[config.mk]
export PLATFORM = sky130hd
export DESIGN_NAME = shift_operations_flat
export DESIGN_NICKNAME = d
export VERILOG_FILES = /design/src/rtl/shift_operations_if.sv /design/src/rtl/shift_operations.sv /design/src/flat_wrapper.sv
export SDC_FILE = /design/constraint.sdc
export NUM_CORES = 1
export LEC_CHECK = 0
export BUFFER_PORTS_ARGS = -buffer_cell sky130_fd_sc_hd__buf_2
export CAP_MARGIN = 10
export CELL_PAD_IN_SITES_DETAIL_PLACEMENT = 0
export CELL_PAD_IN_SITES_GLOBAL_PLACEMENT = 1
export CORE_ASPECT_RATIO = 1.4
export CORE_MARGIN = 4
export CORE_UTILIZATION = 33
export CTS_BUF_LIST = sky130_fd_sc_hd__clkbuf_8
export CTS_CLUSTER_SIZE = 20
export DETAILED_ROUTE_END_ITERATION = 6
export GPL_TIMING_DRIVEN = 0
export PLACE_DENSITY_LB_ADDON = 0.12
export SYNTH_ARGS = -nofsm -noshare
export SYNTH_HDL_FRONTEND = slang
export SYNTH_SLANG_ARGS = --single-unit
export TNS_END_PERCENT = 1
[constraint.sdc]
create_clock -name clk -period 1.1 [get_ports clk]
set_input_delay 0.11 -clock clk [delete_from_list [all_inputs] [get_ports clk]]
set_output_delay 0.11 -clock clk [all_outputs]
set_load 0.01 [all_outputs]
[src/rtl/shift_operations_if.sv]
// Operand/result bundle for shift_operations.
// Optional carry_out/overflow flags exist only when SHIFT_FLAGS_EN is defined.
interface shift_operations_if #(
  parameter int unsigned WIDTH = 8
);
  localparam int unsigned OP_W = 3;

  logic             in_valid;
  logic [WIDTH-1:0] data_in;
  logic [OP_W-1:0]  opcode;
  logic [WIDTH-1:0] result;
  logic             out_valid;
`ifdef SHIFT_FLAGS_EN
  logic             carry_out;
  logic             overflow;
`endif

  // Producer side: presents operands, observes results
  modport master (
    output in_valid, data_in, opcode,
`ifdef SHIFT_FLAGS_EN
    input  carry_out, overflow,
`endif
    input  result, out_valid
  );

  // Shift unit side
  modport slave (
    input  in_valid, data_in, opcode,
`ifdef SHIFT_FLAGS_EN
    output carry_out, overflow,
`endif
    output result, out_valid
  );
endinterface

[src/rtl/shift_operations.sv]
// Registered fixed-distance shift/rotate unit, one-cycle latency.
// Optional macro SHIFT_FLAGS_EN adds registered carry_out/overflow flags.
module shift_operations #(
  parameter int unsigned WIDTH = 8
) (
  input  logic               clk,
  input  logic               rst,
  shift_operations_if.slave  bus
);
  localparam int unsigned OP_W = 3;

  typedef enum logic [OP_W-1:0] {
    OP_PASS = 3'b000,
    OP_SLL1 = 3'b001,
    OP_SRL2 = 3'b010,
    OP_SLA3 = 3'b011,
    OP_SRA4 = 3'b100,
    OP_ROL5 = 3'b101,
    OP_ROR6 = 3'b110,
    OP_RSVD = 3'b111
  } op_e;

  logic [WIDTH-1:0] next_result;
  logic             msb;

  assign msb = bus.data_in[WIDTH-1];

  // Select the shifted operand; shifts are written as slices so every distance is fixed
  always_comb begin
    next_result = '0;
    case (op_e'(bus.opcode))
      OP_PASS: next_result = bus.data_in;
      OP_SLL1: next_result = {bus.data_in[WIDTH-2:0], 1'b0};
      OP_SRL2: next_result = {2'b00, bus.data_in[WIDTH-1:2]};
      OP_SLA3: next_result = {bus.data_in[WIDTH-4:0], 3'b000};
      OP_SRA4: next_result = {{4{msb}}, bus.data_in[WIDTH-1:4]};
      OP_ROL5: next_result = {bus.data_in[WIDTH-6:0], bus.data_in[WIDTH-1:WIDTH-5]};
      OP_ROR6: next_result = {bus.data_in[5:0], bus.data_in[WIDTH-1:6]};
      OP_RSVD: next_result = '0;
      default: next_result = '0;
    endcase
  end

  // Result register: reset clears, idle cycles hold the last result
  always_ff @(posedge clk) begin
    if (rst) begin
      bus.result    <= '0;
      bus.out_valid <= 1'b0;
    end else begin
      bus.out_valid <= bus.in_valid;
      if (bus.in_valid) begin
        bus.result <= next_result;
      end
    end
  end

`ifdef SHIFT_FLAGS_EN
  logic next_carry;
  logic next_overflow;

  // Carry is the last bit shifted out (or wrapped round, for rotates)
  always_comb begin
    next_carry    = 1'b0;
    next_overflow = 1'b0;
    case (op_e'(bus.opcode))
      OP_SLL1: next_carry = bus.data_in[WIDTH-1];
      OP_SRL2: next_carry = bus.data_in[1];
      OP_SLA3: begin
        next_carry    = bus.data_in[WIDTH-3];
        // Top four bits must agree or the x8 result no longer fits in signed WIDTH bits
        next_overflow = !((bus.data_in[WIDTH-1:WIDTH-4] == 4'b0000) ||
                          (bus.data_in[WIDTH-1:WIDTH-4] == 4'b1111));
      end
      OP_SRA4: next_carry = bus.data_in[3];
      OP_ROL5: next_carry = next_result[0];
      OP_ROR6: next_carry = next_result[WIDTH-1];
      default: begin
        next_carry    = 1'b0;
        next_overflow = 1'b0;
      end
    endcase
  end

  // Flag registers track the result register timing
  always_ff @(posedge clk) begin
    if (rst) begin
      bus.carry_out <= 1'b0;
      bus.overflow  <= 1'b0;
    end else if (bus.in_valid) begin
      bus.carry_out <= next_carry;
      bus.overflow  <= next_overflow;
    end
  end
`endif

endmodule

[src/flat_wrapper.sv]
// flat-port wrapper written by rule: the top's interface ports become plain ports
module shift_operations_flat 
#(
  parameter int unsigned WIDTH = 8
)
  (clk, rst, bus_in_valid, bus_data_in, bus_opcode, bus_result, bus_out_valid);
  shift_operations_if #(.WIDTH(WIDTH)) bus_i ();
  input  logic clk;
  input  logic rst;
  input wire logic [$bits(bus_i.in_valid)-1:0] bus_in_valid;
  input wire logic [$bits(bus_i.data_in)-1:0] bus_data_in;
  input wire logic [$bits(bus_i.opcode)-1:0] bus_opcode;
  output wire logic [$bits(bus_i.result)-1:0] bus_result;
  output wire logic [$bits(bus_i.out_valid)-1:0] bus_out_valid;
  assign bus_i.in_valid = bus_in_valid;
  assign bus_i.data_in = bus_data_in;
  assign bus_i.opcode = bus_opcode;
  assign bus_result = bus_i.result;
  assign bus_out_valid = bus_i.out_valid;
  shift_operations #(.WIDTH(WIDTH)) u_core (.clk(clk), .rst(rst), .bus(bus_i));
endmodule
==> impl_metrics.env, run 1 <==
export IMPL_clk_pin_slew_ps=50
export IMPL_nets=140
export IMPL_routabilityCongestion=0.880
export IMPL_finalMaxSlewViolations=0
export IMPL_tns_ps=0
export IMPL_finalCriticalPeriod_ps=1030
export IMPL_synth_cells=102
export IMPL_ys_warn_count=0
export IMPL_grt_pass1_wl_microns=3700
export IMPL_utilization_pct=43.2
export IMPL_synth_compound_area_share_pct=26.1
export IMPL_p_leak_nw=0.382
export IMPL_worstPathRequired_ps=1260
export IMPL_path_class="input pin to register"
export IMPL_ys_seq_elements=9
export IMPL_final_cell_mix="buf_2, nor2_1, nand2_1"
export IMPL_dp_slack_ps=-177
export IMPL_comb_power_share_pct=26.9
export IMPL_synth_seq_area_share_pct=23.8
export IMPL_n_antenna_cell=0
export IMPL_p_int_mw=0.710
export IMPL_synthAdderAreaFrac_pct=0
export IMPL_drive_gt1_share_pct=28.8
export IMPL_grt_pass1_vias=786
export IMPL_relSlewSlack_pct=70.7
export IMPL_cts_buffers=3
export IMPL_hpwl_microns=1710
export IMPL_drt_iter0_markers=33
export IMPL_p_seq_share_pct=35.4
export IMPL_swShare_pct=30.3
export IMPL_antenna_left=0
export IMPL_r2r_slack_ps=170
export IMPL_min_period_over_period_pct=93.9
export IMPL_max_slew_worst_pin_slew_ps=440
export IMPL_cp_start_kind="input pin"
export IMPL_maxCapViolCount=0
export IMPL_cp_max_fo=10
export IMPL_skew_ps=0
export IMPL_num_vias=830
export IMPL_ctsHoldBuffers=0
export IMPL_power_share_clock_pct=37.6
export IMPL_gr_total_overflow=0
export IMPL_synth_top_family_by_area="simple AND/OR/NAND/NOR gates"
export IMPL_area_growth_pct=23.9
export IMPL_cts_tree="done"
export IMPL_die_width_microns=48.5
export IMPL_synthDistinctLibCells=31
export IMPL_finalHoldViolations=0
export IMPL_synth_edf_count=0
export IMPL_synth_flop_cell="dfxtp_1"
export IMPL_synth_xor_area_share_pct=0
export IMPL_drc_errors=0
export IMPL_start_util_pct=34.8
export IMPL_final_setup_worst_slack_ps=67.2
export IMPL_synth_async_reset_ratio_pct=0
export IMPL_synth_simple_area_share_pct=33.5
export IMPL_grt_max_degree=11
export IMPL_coreArea_sq_mm=0.00218
export IMPL_status="complete, no violations"
export IMPL_first_pass_iters=4
export IMPL_clock_path_buffers=2
export IMPL_clock_latency_ps=240
export IMPL_syn_area_sq_um=758
export IMPL_vias_per_cell=5.65
export IMPL_grt_usage_pct=14.7
export IMPL_die_area_sq_mm=0.00314
export IMPL_end_kind="register"
export IMPL_rsz0062_at_grt="false"
export IMPL_port_buffers=19
export IMPL_finalSetupViolations=0
export IMPL_peakVddDrop_uv=361
export IMPL_clkSinkCount=9
export IMPL_wl_microns=2280
export IMPL_synth_avg_cell_area_sq_um=7.43
export IMPL_power_switching_mw=0.308
export IMPL_powerDensity_mw_per_mm2=1080
export IMPL_worstPathArrival_ps=1200
export IMPL_io_pins=23
export IMPL_htree_levels=1
export IMPL_grt_antenna_before_repair=0
export IMPL_cts_root_buf="clkbuf_8"
export IMPL_synth_area_mux_share_pct=8.25
export IMPL_die_y_microns=64.7
export IMPL_hold_path_class="input pin to register"
export IMPL_drt_wirelength_per_cell_microns=15.5
export IMPL_max_freq_mhz=968
export IMPL_row_count=20
export IMPL_synth_nets=116
export IMPL_final_common_cell="buf_2"
==> Yosys cell counts (2+ instances only) <==
cell / count / area, sq um
mux2_2: 2 / 22.5
a211oi_1: 3 / 22.5
nand3_1: 3 / 15.0
nand2_1: 12 / 45.0
a41oi_1: 4 / 35.0
a22oi_1: 2 / 15.0
o21ai_0: 5 / 25.0
clkbuf_1: 4 / 15.0
nor2b_1: 5 / 31.3
nor2_1: 18 / 67.6
o21ai_2: 5 / 43.8
dfxtp_1: 9 / 180
nand2b_1: 4 / 25.0
nand3b_1: 4 / 30.0
buf_6: 3 / 33.8
mux2i_1: 4 / 40.0
==> flip-flops by register name (all words and copies together), names as in the netlist <==
register and flops:
u_core.bus.out_valid 1, u_core.bus.result 8
==> kinds of logic after synthesis <==
logic type             Yosys count
AOI/OAI and AO/OA               26
buffers and inverters           10
DFF                              9
muxes                            6
and+or+nand+nor                 51
==> routing by layer <==
metal	part of all wire, %	wire (microns)	GRT usage (%)
met2	47	1060	23.2
met5	0	0	0
met1	48	1090	18.7
met4	0.61	14	8.08
met3	5.0	115	2.53
==> repair_timing <==
action / in CTS / in global routing
gates resized for setup: 0 / 1
buffers inserted: 0 / 0
hold endpoints to repair: 0 / 0
endpoints found under the setup margin: 0 / 1
==> final cells by class <==
cell class,count,area [sq um]
clock buffers,3,41.3
inverters,2,12.5
fillers,232,1240
multi-input cells,83,517
well taps,22,27.5
clock inverters,1,3.75
repair buffers,19,95.1
plain buffers,8,62.6
flip-flops and latches,9,180
==> path summary, 6_finish.rpt <==
check	to	start	cells after the start
setup / recovery	u_core.bus.result[1]	bus_opcode[0]	6
hold / removal	u_core.bus.out_valid	bus_in_valid	3
setup reg to reg	u_core.bus.result[0]	u_core.bus.result[0]	3
hold reg to reg	u_core.bus.result[1]	u_core.bus.result[1]	2
==> metrics by stage <==
step | hold WS (ps) | instances | instance area (sq um) | total power [mW]
detailed placement | 402 | 143 | 892 | 0.638
global placement | 400 | 143 | 892 | 0.637
CTS | 164 | 147 | 937 | 1.02
global route | 195 | 147 | 940 | 1.08
floorplan | 288 | 102 | 769 | 0.542
finish | 161 | 147 | 940 | 1.02
==> worst max-delay path, stage by stage <==
cell and delay (ps):
buf_2 120, clkbuf_1 340, nor3b_1 100, a211oi_1 220, o211ai_1 160, a21oi_1 150
==> power by group through the flow <==
| stage | clock [mW] | combinational, mW | sequential, mW |
|---|---|---|---|
| 6_report | 0.383 | 0.274 | 0.361 |
| 5_1_grt | 0.421 | 0.298 | 0.364 |
| 4_1_cts | 0.389 | 0.272 | 0.361 |
| 3_5_place_dp | 0 | 0.271 | 0.367 |
| 3_3_place_gp | 0 | 0.271 | 0.366 |
| 2_1_floorplan | 0 | 0.165 | 0.377 |
Power figures use the tool's default switching activity.
==> run 2, diff against run 1 <==
--- a/config.mk
+++ b/config.mk
@@ -5,6 +5,7 @@
 export SDC_FILE = /design/constraint.sdc
 export NUM_CORES = 1
 export LEC_CHECK = 0
+export ABC_AREA = 1
 export BUFFER_PORTS_ARGS = -buffer_cell sky130_fd_sc_hd__buf_2
 export CAP_MARGIN = 10
 export CELL_PAD_IN_SITES_DETAIL_PLACEMENT = 0
==> run 2 against run 1 <==
Effect of this change: first-iteration DRC count fell by 39%; via count increased by 24%; wire length grew 14%; largest power group unchanged; count of clock-buffer cells in the layout unchanged; critical endpoint is now u_core.bus.result[5]; non-clock buffer count grew 3; highest routed layer unchanged; critical path depth increased by 2; largest cell class unchanged; clock skew did not move.
==> impl_metrics.env, run 2 <==
export IMPL_syn_area_sq_um=885
export IMPL_worstPathRequired_ps=1200
export IMPL_status="complete, no violations"
export IMPL_port_buffers=19
export IMPL_finalHoldViolations=0
export IMPL_utilization_pct=43.2
export IMPL_row_count=21
export IMPL_routabilityCongestion=0.866
export IMPL_synth_top_area_share_pct=20.4
export IMPL_relSlewSlack_pct=66.4
export IMPL_max_freq_mhz=1050
export IMPL_synth_edf_count=0
export IMPL_largest_register="u_core.bus.result"
export IMPL_worstPathArrival_ps=1050
export IMPL_grt_pass1_wl_microns=4350
export IMPL_maxCapViolCount=0
export IMPL_htree_levels=1
export IMPL_drt_iter0_markers=20
export IMPL_nets=183
export IMPL_synth_seq_area_share_pct=20.4
export IMPL_post_cts_resize_count=0
export IMPL_clkSinkCount=9
export IMPL_grt_max_degree=11
export IMPL_slowest_delay_ps=240
export IMPL_drt_wirelength_per_cell_microns=12.9
export IMPL_clock_path_buffers=2
export IMPL_cpMostUsedCell="nand2_1"
export IMPL_vias_per_cell=5.11
export IMPL_fillers=296
export IMPL_ctsHoldBuffers=0
export IMPL_cp_max_fo=9
export IMPL_hold_path_class="input pin to register"
export IMPL_crit_family="buffers and inverters"
export IMPL_cp_start_kind="input pin"
export IMPL_ys_top_cells_by_area="dfxtp_1, nand4_1, nand2_1, nor2_1, nand3_1"
export IMPL_powerDensity_mw_per_mm2=972
export IMPL_cts_root_buf="clkbuf_8"
export IMPL_finalSetupViolations=0
export IMPL_reg_largest_list="u_core.bus.result x8, u_core.bus.out_valid x1"
export IMPL_area_growth_pct=20.7
export IMPL_cts_tree="done"
export IMPL_first_pass_iters=4
export IMPL_drive_gt1_share_pct=26.8
export IMPL_peakVddDrop_uv=464
export IMPL_min_period_over_period_pct=86.3
export IMPL_die_width_microns=51.8
export IMPL_coreArea_sq_mm=0.00247
export IMPL_grt_usage_pct=15.5
export IMPL_p_leak_nw=0.543
export IMPL_multi_input_area_sq_um=557
export IMPL_finalMaxSlewViolations=0
export IMPL_synthTopCellsByCount="nand2_1, nand4_1, nor2_1"
export IMPL_dp_slack_ps=-78.5
export IMPL_largest_register_ffs=8
export IMPL_die_y_microns=69.3
export IMPL_synth_cells=145
export IMPL_antenna_left=0
export IMPL_final_common_cell="nand2_1"
export IMPL_synth_async_reset_ratio_pct=0
export IMPL_ys_seq_elements=9
export IMPL_cts_setup_buffers=0
export IMPL_skew_ps=0
export IMPL_grt_pass1_vias=933
export IMPL_final_cell_mix="nand2_1, nand4_1, buf_2"
export IMPL_clock_latency_ps=230
export IMPL_start_util_pct=35.8
export IMPL_drc_errors=0
export IMPL_crit_chain="buf_2 -> inv_2 -> o21ai_1 -> inv_1 -> nor2_1 -> nand2_1 -> nand2_1 -> a21oi_2"
export IMPL_slowest_stage="o21ai_1"
export IMPL_n_antenna_cell=0
export IMPL_synthDistinctLibCells=22
export IMPL_max_slew_worst_pin_slew_ps=505
export IMPL_cp_num_buf_inv=3
export IMPL_yosysTopAreaCell="dfxtp_1"
export IMPL_final_setup_worst_slack_ps=151
export IMPL_cts_buffers=3
export IMPL_grt_antenna_before_repair=0
export IMPL_rsz0062_at_grt="false"
export IMPL_gr_total_overflow=0
export IMPL_finalCriticalPeriod_ps=949
export IMPL_hpwl_microns=2010
export IMPL_ys_warn_count=0
export IMPL_path_class="input pin to register"
export IMPL_die_area_sq_mm=0.00358
export IMPL_synth_most_common_cell="nand2_1"
export IMPL_synth_flop_cell="dfxtp_1"
export IMPL_synth_nets=159
export IMPL_io_pins=23
export IMPL_num_vias=1033
export IMPL_wl_microns=2610
export IMPL_clk_pin_slew_ps=40
export IMPL_end_kind="register"
export IMPL_regArea_sq_um=180
export IMPL_synth_avg_cell_area_sq_um=6.10
run 2: through the flow:
step	total power [mW]	hold WS, ps	instances	cell area, sq um	TNS, ps
5_1_grt	1.10	246	202	1070	0
6_report	1.04	224	202	1070	0
2_1_floorplan	0.566	270	145	885	0
3_5_place_dp	0.673	453	198	1020	-245
4_1_cts	1.05	224	202	1070	0
3_3_place_gp	0.672	450	198	1020	-236
run 2: tightest hold or removal path, delay by kind of cell:
kind / cells / cell delay [ps]
buffers and inverters: 1 / 140
AOI/OAI and AO/OA: 1 / 60
and+or+nand+nor: 1 / 90
run 2: where the power goes:
group / internal [mW] / switching (mW) / leakage, nW
logic: 0.112 / 0.199 / 0.443
registers: 0.349 / 0.00874 / 0.0739
clock network: 0.243 / 0.126 / 0.0269
run 2: cell type report:
cell class / count / share of cell area [%]
multi-input combinational: 107 / 52.2
sequential: 9 / 16.9
timing repair buffer: 19 / 8.91
buffer: 11 / 7.50
inverter: 18 / 6.33
tap: 34 / 3.99
clock buffer: 3 / 3.87
clock inverter: 1 / 0.352
run 2: cell families (layout without fill, tap and decap cells):
family | Yosys count | after routing | share of synthesized area, %
DFF | 9 | 9 | 20.4
and+or+nand+nor | 87 | 87 | 48.5
buffers and inverters | 29 | 52 | 16.7
AOI/OAI and AO/OA | 20 | 20 | 14.4
run 2: layer usage:
metal  wire (microns)  track usage, %
met2             1230            25.1
met3              110            1.29
met4              119            9.62
met5                0               0
met1             1150            19.2
run 2: worst paths after layout:
path / from / endpoint / slack, ps / cells past startpoint
hold reg to reg: u_core.bus.result[7] / u_core.bus.result[7] / 460 / 2
setup reg to reg: u_core.bus.result[5] / u_core.bus.result[5] / 510 / 2
hold / removal: bus_in_valid / u_core.bus.result[0] / 220 / 3
setup / recovery: bus_opcode[2] / u_core.bus.result[5] / 150 / 8
